==> config.mk <==
export PLATFORM = sky130hd
export DESIGN_NAME = pc_unit
export DESIGN_NICKNAME = d
export VERILOG_FILES = /design/src/rtl/pc_pkg.sv /design/src/rtl/pc_ras.sv /design/src/rtl/pc_unit.sv
export SDC_FILE = /design/constraint.sdc
export NUM_CORES = 1
export LEC_CHECK = 0
export CAP_MARGIN = 25
export CORE_ASPECT_RATIO = 0.8
export CORE_MARGIN = 4
export CORE_UTILIZATION = 25
export CTS_CLUSTER_SIZE = 8
export DETAILED_ROUTE_END_ITERATION = 8
export GPL_TIMING_DRIVEN = 0
export SLEW_MARGIN = 20
export SYNTH_ARGS = -nofsm -noshare
export SYNTH_HDL_FRONTEND = slang
export SYNTH_SLANG_ARGS = --single-unit
==> constraint.sdc <==
create_clock -name CLK -period 5.9 [get_ports CLK]
set_input_delay 0.885 -clock CLK [delete_from_list [all_inputs] [get_ports CLK]]
set_output_delay 0.885 -clock CLK [all_outputs]
set_load 0.1 [all_outputs]
==> src/rtl/pc_pkg.sv <==
// Shared types and defaults for the program-counter unit.
// The optional return-address stack is enabled by defining PC_RAS_EN.
package pc_pkg;

    typedef enum logic [1:0] {
        BOOT,
        RUN,
        HALT
    } pc_state_t;

    typedef enum logic [2:0] {
        SRC_HOLD,
        SRC_INC,
        SRC_REDIR,
        SRC_RET,
        SRC_TRAP
    } pc_src_t;

    localparam int unsigned PC_DEFAULT_INCR       = 4;
    localparam int unsigned PC_DEFAULT_ALIGN_BITS = 2;

endpackage

==> src/rtl/pc_ras.sv <==
// Circular return-address stack: a push on a full stack overwrites the oldest entry.
// A simultaneous push and pop replaces the top entry. DEPTH must be a power of 2, at least 2.
module pc_ras #(
    parameter int unsigned XLEN  = 32,
    parameter int unsigned DEPTH = 4
) (
    input  logic            CLK,
    input  logic            RST_N,
    input  logic            push,
    input  logic            pop,
    input  logic [XLEN-1:0] push_data,
    output logic [XLEN-1:0] top,
    output logic            empty
);

    localparam int unsigned PW = (DEPTH > 1) ? $clog2(DEPTH) : 1;
    localparam int unsigned CW = $clog2(DEPTH + 1);

    logic [XLEN-1:0] mem [DEPTH];
    logic [PW-1:0]   sp;
    logic [CW-1:0]   count;
    logic [PW-1:0]   top_idx;

    assign top_idx = sp - PW'(1);
    assign top     = mem[top_idx];
    assign empty   = (count == '0);

    always_ff @(posedge CLK) begin
        if (!RST_N) begin
            sp    <= '0;
            count <= '0;
            for (int unsigned i = 0; i < DEPTH; i++) begin
                mem[i] <= '0;
            end
        end else if (pop && push) begin
            mem[top_idx] <= push_data;
        end else if (pop) begin
            sp    <= top_idx;
            count <= count - CW'(1);
        end else if (push) begin
            mem[sp] <= push_data;
            sp      <= sp + PW'(1);
            if (count != CW'(DEPTH)) begin
                count <= count + CW'(1);
            end
        end
    end

endmodule

==> src/rtl/pc_unit.sv <==
// Program-counter register with self-increment, redirect/trap, fetch handshake and halt/resume.
// Define PC_RAS_EN to add CALL/RET ports backed by a return-address stack.
module pc_unit
    import pc_pkg::*;
#(
    parameter int unsigned     XLEN         = 32,
    parameter logic [XLEN-1:0] RESET_VECTOR = '0,
    parameter int unsigned     INCR         = PC_DEFAULT_INCR,
    parameter int unsigned     ALIGN_BITS   = PC_DEFAULT_ALIGN_BITS,
    parameter int unsigned     RAS_DEPTH    = 4
) (
    input  logic            CLK,
    input  logic            RST_N,
    output logic [XLEN-1:0] PC_OUT,
    output logic            PC_VALID,
    input  logic            FETCH_READY,
    input  logic            REDIRECT,
    input  logic [XLEN-1:0] REDIRECT_TARGET,
    input  logic            TRAP,
    input  logic [XLEN-1:0] TRAP_VECTOR,
    input  logic            HALT_REQ,
    input  logic            RESUME,
    output logic            HALTED,
`ifdef PC_RAS_EN
    input  logic            CALL,
    input  logic            RET,
    output logic            RAS_EMPTY,
`endif
    output logic            MISALIGN
);

    localparam logic [XLEN-1:0] ALIGN_MASK = XLEN'((64'd1 << ALIGN_BITS) - 64'd1);

    pc_state_t       state;
    pc_state_t       next_state;
    pc_src_t         src;
    logic [XLEN-1:0] target;
    logic [XLEN-1:0] pc_next;
    logic            misalign_next;
    logic            run_free;
    logic            ret_ok;
    logic [XLEN-1:0] ras_top;

    // Stack only moves in RUN when neither a trap nor a halt claims the cycle.
    assign run_free = (state == RUN) && !TRAP && !HALT_REQ;

`ifdef PC_RAS_EN
    logic ras_empty;

    assign ret_ok    = RET && !ras_empty;
    assign RAS_EMPTY = ras_empty;

    pc_ras #(
        .XLEN  (XLEN),
        .DEPTH (RAS_DEPTH)
    ) u_ras (
        .CLK       (CLK),
        .RST_N     (RST_N),
        .push      (run_free && CALL),
        .pop       (run_free && ret_ok),
        .push_data (PC_OUT + XLEN'(INCR)),
        .top       (ras_top),
        .empty     (ras_empty)
    );
`else
    logic unused_ras_cfg;

    assign unused_ras_cfg = ^RAS_DEPTH ^ run_free;
    assign ret_ok         = 1'b0;
    assign ras_top        = '0;
`endif

    always_comb begin
        next_state = state;
        src        = SRC_HOLD;
        case (state)
            BOOT: begin
                next_state = RUN;
                if (TRAP) src = SRC_TRAP;
            end
            RUN: begin
                if (TRAP)                      src        = SRC_TRAP;
                else if (HALT_REQ)             next_state = HALT;
                else if (ret_ok)               src        = SRC_RET;
                else if (REDIRECT)             src        = SRC_REDIR;
                else if (PC_VALID && FETCH_READY) src     = SRC_INC;
            end
            HALT: begin
                if (TRAP) begin
                    src        = SRC_TRAP;
                    next_state = RUN;
                end else if (RESUME && !HALT_REQ) begin
                    next_state = RUN;
                end
            end
            default: next_state = BOOT;
        endcase
    end

    always_comb begin
        target        = '0;
        pc_next       = PC_OUT;
        misalign_next = 1'b0;
        case (src)
            SRC_TRAP:  target = TRAP_VECTOR;
            SRC_RET:   target = ras_top;
            SRC_REDIR: target = REDIRECT_TARGET;
            default:   target = '0;
        endcase
        case (src)
            SRC_INC: pc_next = PC_OUT + XLEN'(INCR);
            SRC_TRAP, SRC_RET, SRC_REDIR: begin
                pc_next       = target & ~ALIGN_MASK;
                misalign_next = |(target & ALIGN_MASK);
            end
            default: pc_next = PC_OUT;
        endcase
    end

    always_ff @(posedge CLK) begin
        if (!RST_N) begin
            state    <= BOOT;
            PC_OUT   <= RESET_VECTOR;
            PC_VALID <= 1'b0;
            HALTED   <= 1'b0;
            MISALIGN <= 1'b0;
        end else begin
            state    <= next_state;
            PC_OUT   <= pc_next;
            PC_VALID <= (next_state == RUN);
            HALTED   <= (next_state == HALT);
            MISALIGN <= misalign_next;
        end
    end

endmodule
## After elaboration in Yosys (flattened, before gate mapping)

Index checks and enable logic that the tools add are counted.

| storage, ports and cells | value |
|---|---|
| output and inout port bits | 35 |
| register bits after elaboration | 37 |

| cells by class | value |
|---|---|
| equality and inequality tests | 8 |
| muxes and demuxes | 13 |
| reduce and logical (&&, ||, !) cells | 9 |
| add/subtract/negate cells | 1 |

Operators by type and width:

| operator | number |
|---|---|
| $pmux W32 S2 | 2 |
| $add A32 B3 Y32 const B | 1 |
| $mux W2 | 6 |
| $eq A3 B2 Y1 const B | 2 |
| $mux W3 | 2 |
| $pmux W2 S3 | 1 |
| $pmux W3 S2 | 1 |
| $eq A2 B1 Y1 const B | 2 |
| $eq A2 B2 Y1 const B | 2 |
| $reduce_or A2 Y1 | 2 |
| $eq A3 B1 Y1 const B | 1 |
| $eq A3 B3 Y1 const B | 1 |
| $reduce_or A3 Y1 | 1 |
| $logic_and A1 B1 Y1 | 2 |
| $logic_not A2 Y1 | 1 |
| $reduce_and A2 Y1 | 1 |
| $reduce_bool A2 Y1 | 1 |
| $logic_not A1 Y1 | 1 |
| $mux W1 | 1 |

## Logic depth before layout (Yosys ltp)

Gate-level depths: netlist of run 1.

| depth | value |
|---|---|
| depth in word-level cells | 9 |
| depth in mapped cells | 8 |
| gate-level depth less buffers | 6 |

## Worst setup path after synthesis of run 1

OpenSTA, ideal clock, no wires.

| timing | value |
|---|---|
| kind | flip-flop to flip-flop |
| start | reg PC_OUT[2] |
| end | reg PC_OUT[28] |
| setup slack | 3161 ps |
| period minus slack after synthesis | 2739 ps |
| arrival time | 2663 ps |
| buffers on the path | 0 |
| setup time | 76 ps |
| cell stages (with the launch flop) | 7 |
| cell sequence | dfxtp_1 > ha_1 > nand4_1 > nor4_4 > nand2_2 > or4_1 > a31oi_1 |

| on the way | value |
|---|---|
| word-level cells in the longest chain between the ends | 2 |

Ends and longest elaborated chain:

| what | RTL line | source |
|---|---|---|
| start, declared | pc_unit.sv:14 | `output logic [XLEN-1:0] PC_OUT,` |
| start signal, assigned | pc_unit.sv:129 | `PC_OUT <= pc_next;` |
| $add A32 B3 Y32 | pc_unit.sv:111 | `SRC_INC: pc_next = PC_OUT + XLEN'(INCR);` |
| $pmux W32 S2 | pc_unit.sv:110 | `case (src)` |

Every way passes these cells.
A chain may end at the register's enable or synchronous reset.

## Final worst setup path of run 1

| timing | value |
|---|---|
| start | in HALT_REQ |
| end | reg PC_OUT[21] |

| on the way | value |
|---|---|
| word-level cells in the longest chain between the ends | 6 |
| elaborated cells between the ends (all ways) | 11 |

Ends and longest elaborated chain:

| what | RTL line | source |
|---|---|---|
| start, declared | pc_unit.sv:21 | `input logic HALT_REQ,` |
| $mux W2 * | pc_unit.sv:83 | `else if (HALT_REQ) next_state = HALT;` |
| $mux W3 * | pc_unit.sv:82 | `if (TRAP) src = SRC_TRAP;` |
| $pmux W3 S2 * | pc_unit.sv:76 | `case (state)` |
| $eq A3 B2 Y1 (tied with other cells) | pc_unit.sv:104, pc_unit.sv:110 |  |
| $pmux W32 S2 or $reduce_or A3 Y1 (tied branches) | pc_unit.sv:104, pc_unit.sv:110 |  |
| $pmux W32 S2 or $reduce_bool A2 Y1 (tied branches) | - |  |

Mark *: on every way between the ends. The rest lies on a longest branch, timed or not.

==> reports/metrics.yaml, run 1 <==
crit_path_end_kind: "flop"
drc: 0
p_leak_nw: 1.295
core_sq_um: 9609
power_density_nw_per_um2: 235.9
crit_type: "in2reg"
layout.cells.non_filler: 535
max_stage_delay_ns: 0.76
p_sw_w: 0.0003260
swShare: 0.3645
cp-start-kind: "primary input"
synthToLayoutAreaGrowth_pct: 54.51
fmax_mhz: 312.6
fin_nets: 487
yosysWarningCount: 0
cts.sinks: 35
min_period_ns: 3.199
synthArstFlopShare: 0
via_per_inst: 5.628
crit_arrival_ns: 3.35
root_buffer: "clkbuf_16"
routedWlPerCell_um: 18.69
fin_crit_sh: 0.5421
p_clk_frac: 0.357
grt_pass1_wl_mm: 15.84
fp.dieH_um: 96.61
antenna_found_initial: 0
clk_path_buf_depth: 2
postCtsSetupRepairBufs: 0
synth_top_cells_by_area: "dfxtp_1 29%, o21ai_0 5.3%, a22oi_1 4.9%, nand2_1 4.0%, a21oi_1 3.1%"
drt_pass1_iterations: 5
synth_top_area_share: 0.2856
finalSetupViolations: 0
synth_edf_count: 0
io_buffers: 101
irDropWorstVdd_mv: 0.1112
cts_tree: "built"
grt_overflow: 0
synthCells: 306
yosys.area.top_type: "dfxtp_1"
drt-met1-wl_mm: 4.437
hold_viol_final: 0
antenna_cells: 0
syn_avg_cell_area_sq_um: 8.018
wirelength_mm: 9.998
ctsHtreeMaxLevel: 2
num_rows: 32
rsz0062_at_grt: "no"
cp_cell_sequence: "clkdlybuf4s50_1 -> nor4b_2 -> a21oi_2 -> clkbuf_1 -> a222oi_1 -> a21oi_1"
dieArea_sq_um: 11470
tns_ns: 0
synth_flop_cell: "dfxtp_1"
worst-path-max-fanout: 10
outcome: "finished, final reports clean"
gp_congestion: 0.9055
cts_inserted_buffers: 5
hp-class: "reg2reg"
top_layer_used: "met4"
grt_pass1_vias: 2906
clk_pin_slew_worst_paths_ns: 0.06
wl_met2_mm: 4.543
seqPwrFrac: 0.310
initial_utilization: 0.2553
cp_slowest_cell: "nor4b_2"
drt_iter0_markers: 356
tightest_slew_ns: 0.9995
drv_cap: 0
pwr-share-comb: 0.333
antenna_left: 0
vias: 3011
boundaryPins: 106
ctsResizeCount: 0
p_int_w: 0.0005685
slew_viol_final: 0
grt_max_degree: 12
yosysUniqueCellTypes: 67
ys_ff_latch: 35
gr-usage-all-layers: 0.1720
netlist_area_sq_um: 2454
dpl.cell_count: 527
clkLatencyLatePin_ns: 0.28
max_slew_margin: 0.3316
met3RoutedLength_um: 866
die_w_um: 118.8
yosysSeqAreaShare: 0.2856
cts_hold_buffers: 0
crit_required_ns: 6.05
fin_worst_skew_ns: 0.006543
post-dp-hpwl_mm: 7.467
layout-drive-gt1-share: 0.09615
[power by group through the flow]
stage / clock network (W) / logic, W / registers [W]
finish: 0.000319 / 0.000298 / 0.000278
global route: 0.000335 / 0.000313 / 0.000281
CTS: 0.000323 / 0.000299 / 0.000277
detailed placement: 0 / 0.000298 / 0.000282
global placement: 0 / 0.000296 / 0.000282
floorplan: 0 / 0.0000816 / 0.000390
[flip-flops by register name (all words and copies together), names as in the netlist]
signal    cells
PC_OUT       30
state         2
HALTED        1
MISALIGN      1
PC_VALID      1
[routing by layer]
layer  track usage  up-vias
met5             0        -
met4       0.04363        0
met3       0.05143       15
met2        0.2664      137
met1        0.2340     1432
li1              -     1427
[metrics by stage]
stage | cell area, sq um | util | total power (W) | hold slack (ns) | setup WS [ns]
detailed placement | 3617 | 0.3764 | 0.0005798 | 0.4989 | 2.387
global route | 3791 | 0.3945 | 0.0009288 | 0.5341 | 2.587
finish | 3791 | 0.3945 | 0.0008945 | 0.5068 | 2.701
CTS | 3791 | 0.3945 | 0.0008983 | 0.5066 | 2.691
global placement | 3617 | 0.3764 | 0.0005774 | 0.4980 | 2.391
floorplan | 2457 | - | 0.0004713 | 0.6807 | 3.161
[cells in the final DEF, fill, tap and decap left out, types with 4 or more instances in the layout]
cell and instances:
clkdlybuf4s50_1 101, dfxtp_1 35, nand2_1 26, o21ai_0 26
nor2_1 17, a22oi_1 16, a21oi_1 15, nand3_1 13
clkbuf_1 10, nor3_1 10, nand4_1 8, a31oi_1 8
o31ai_1 7, a32o_1 7, and2_1 6, buf_4 6
inv_1 6, a222oi_1 6, and3_1 5, clkbuf_16 5
clkbuf_8 4, a21o_1 4, nor4_1 4, o21ai_1 4
[final cells by class]
| type | instances | area, sq um |
|---|---|---|
| tap | 119 | 148.9 |
| buffer | 25 | 161.4 |
| clock buffer | 6 | 138.9 |
| clock inverter | 2 | 35.03 |
| multi-input combinational | 241 | 1573 |
| fill | 1005 | 5818 |
| timing repair buffer | 101 | 1011 |
| sequential | 35 | 700.7 |
| inverter | 6 | 22.52 |
[synthesized netlist by cell type (all sizes together) (3+ instances only)]
library cell	number
nor4	7
nor2	17
a221oi	3
and3	5
a31oi	8
nand4	9
dfxtp	35
or2	3
a21o	4
buf	11
a21oi	16
clkbuf	14
a222oi	6
a22oi	16
o22ai	3
nand2	27
or3	4
a32o	9
inv	6
and2	6
nor3	11
a211oi	3
o21ai	30
or4	3
nand3	14
o31ai	7
[final timing paths]
path                                         startpoint                      end  slack [ns]  depth (start not counted)
worst min register to register  PC_OUT[29]$_SDFFE_PN0P_  PC_OUT[29]$_SDFFE_PN0P_        0.51                          1
worst min-delay path            PC_OUT[29]$_SDFFE_PN0P_  PC_OUT[29]$_SDFFE_PN0P_        0.51                          1
worst max-delay path                           HALT_REQ  PC_OUT[21]$_SDFFE_PN0P_        2.70                          6
worst max register to register      state[1]$_SDFF_PN0_  PC_OUT[21]$_SDFFE_PN0P_        3.37                          6
[cells by family after synthesis]
logic type	after synthesis	share of synthesized area
mux	1	0.004080
fa+ha+maj	1	0.005099
buf+inv	31	0.07496
simple gates	113	0.2677
other cells	1	0.001528
compound gates	124	0.3611
flops	35	0.2856
[critical path: cells and delay by family]
family                 cells  cell delay (ns)
buffers and inverters      2             0.87
AND/OR/NAND/NOR            1             0.76
AO/OA/AOI/OAI              3             0.83
No activity file was read; power rests on OpenSTA's default activity.
==> run 2, diff against run 1 <==
- clock period: 5.9 -> 3.3 ns (I/O delays scaled with it)
==> results of run 2 <==
The final DEF is identical to that of run 1. Status: finished, final reports clean.
Among the figures that moved: setup slack after placement 2.387 ns -> 0.1769 ns; setup slack after layout 2.701 ns -> 0.4913 ns; register-to-register setup slack 3.37 ns -> 0.77 ns; total power 0.0008945 W -> 0.001599 W; worst IR drop on VDD 0.1112 mV -> 0.1988 mV
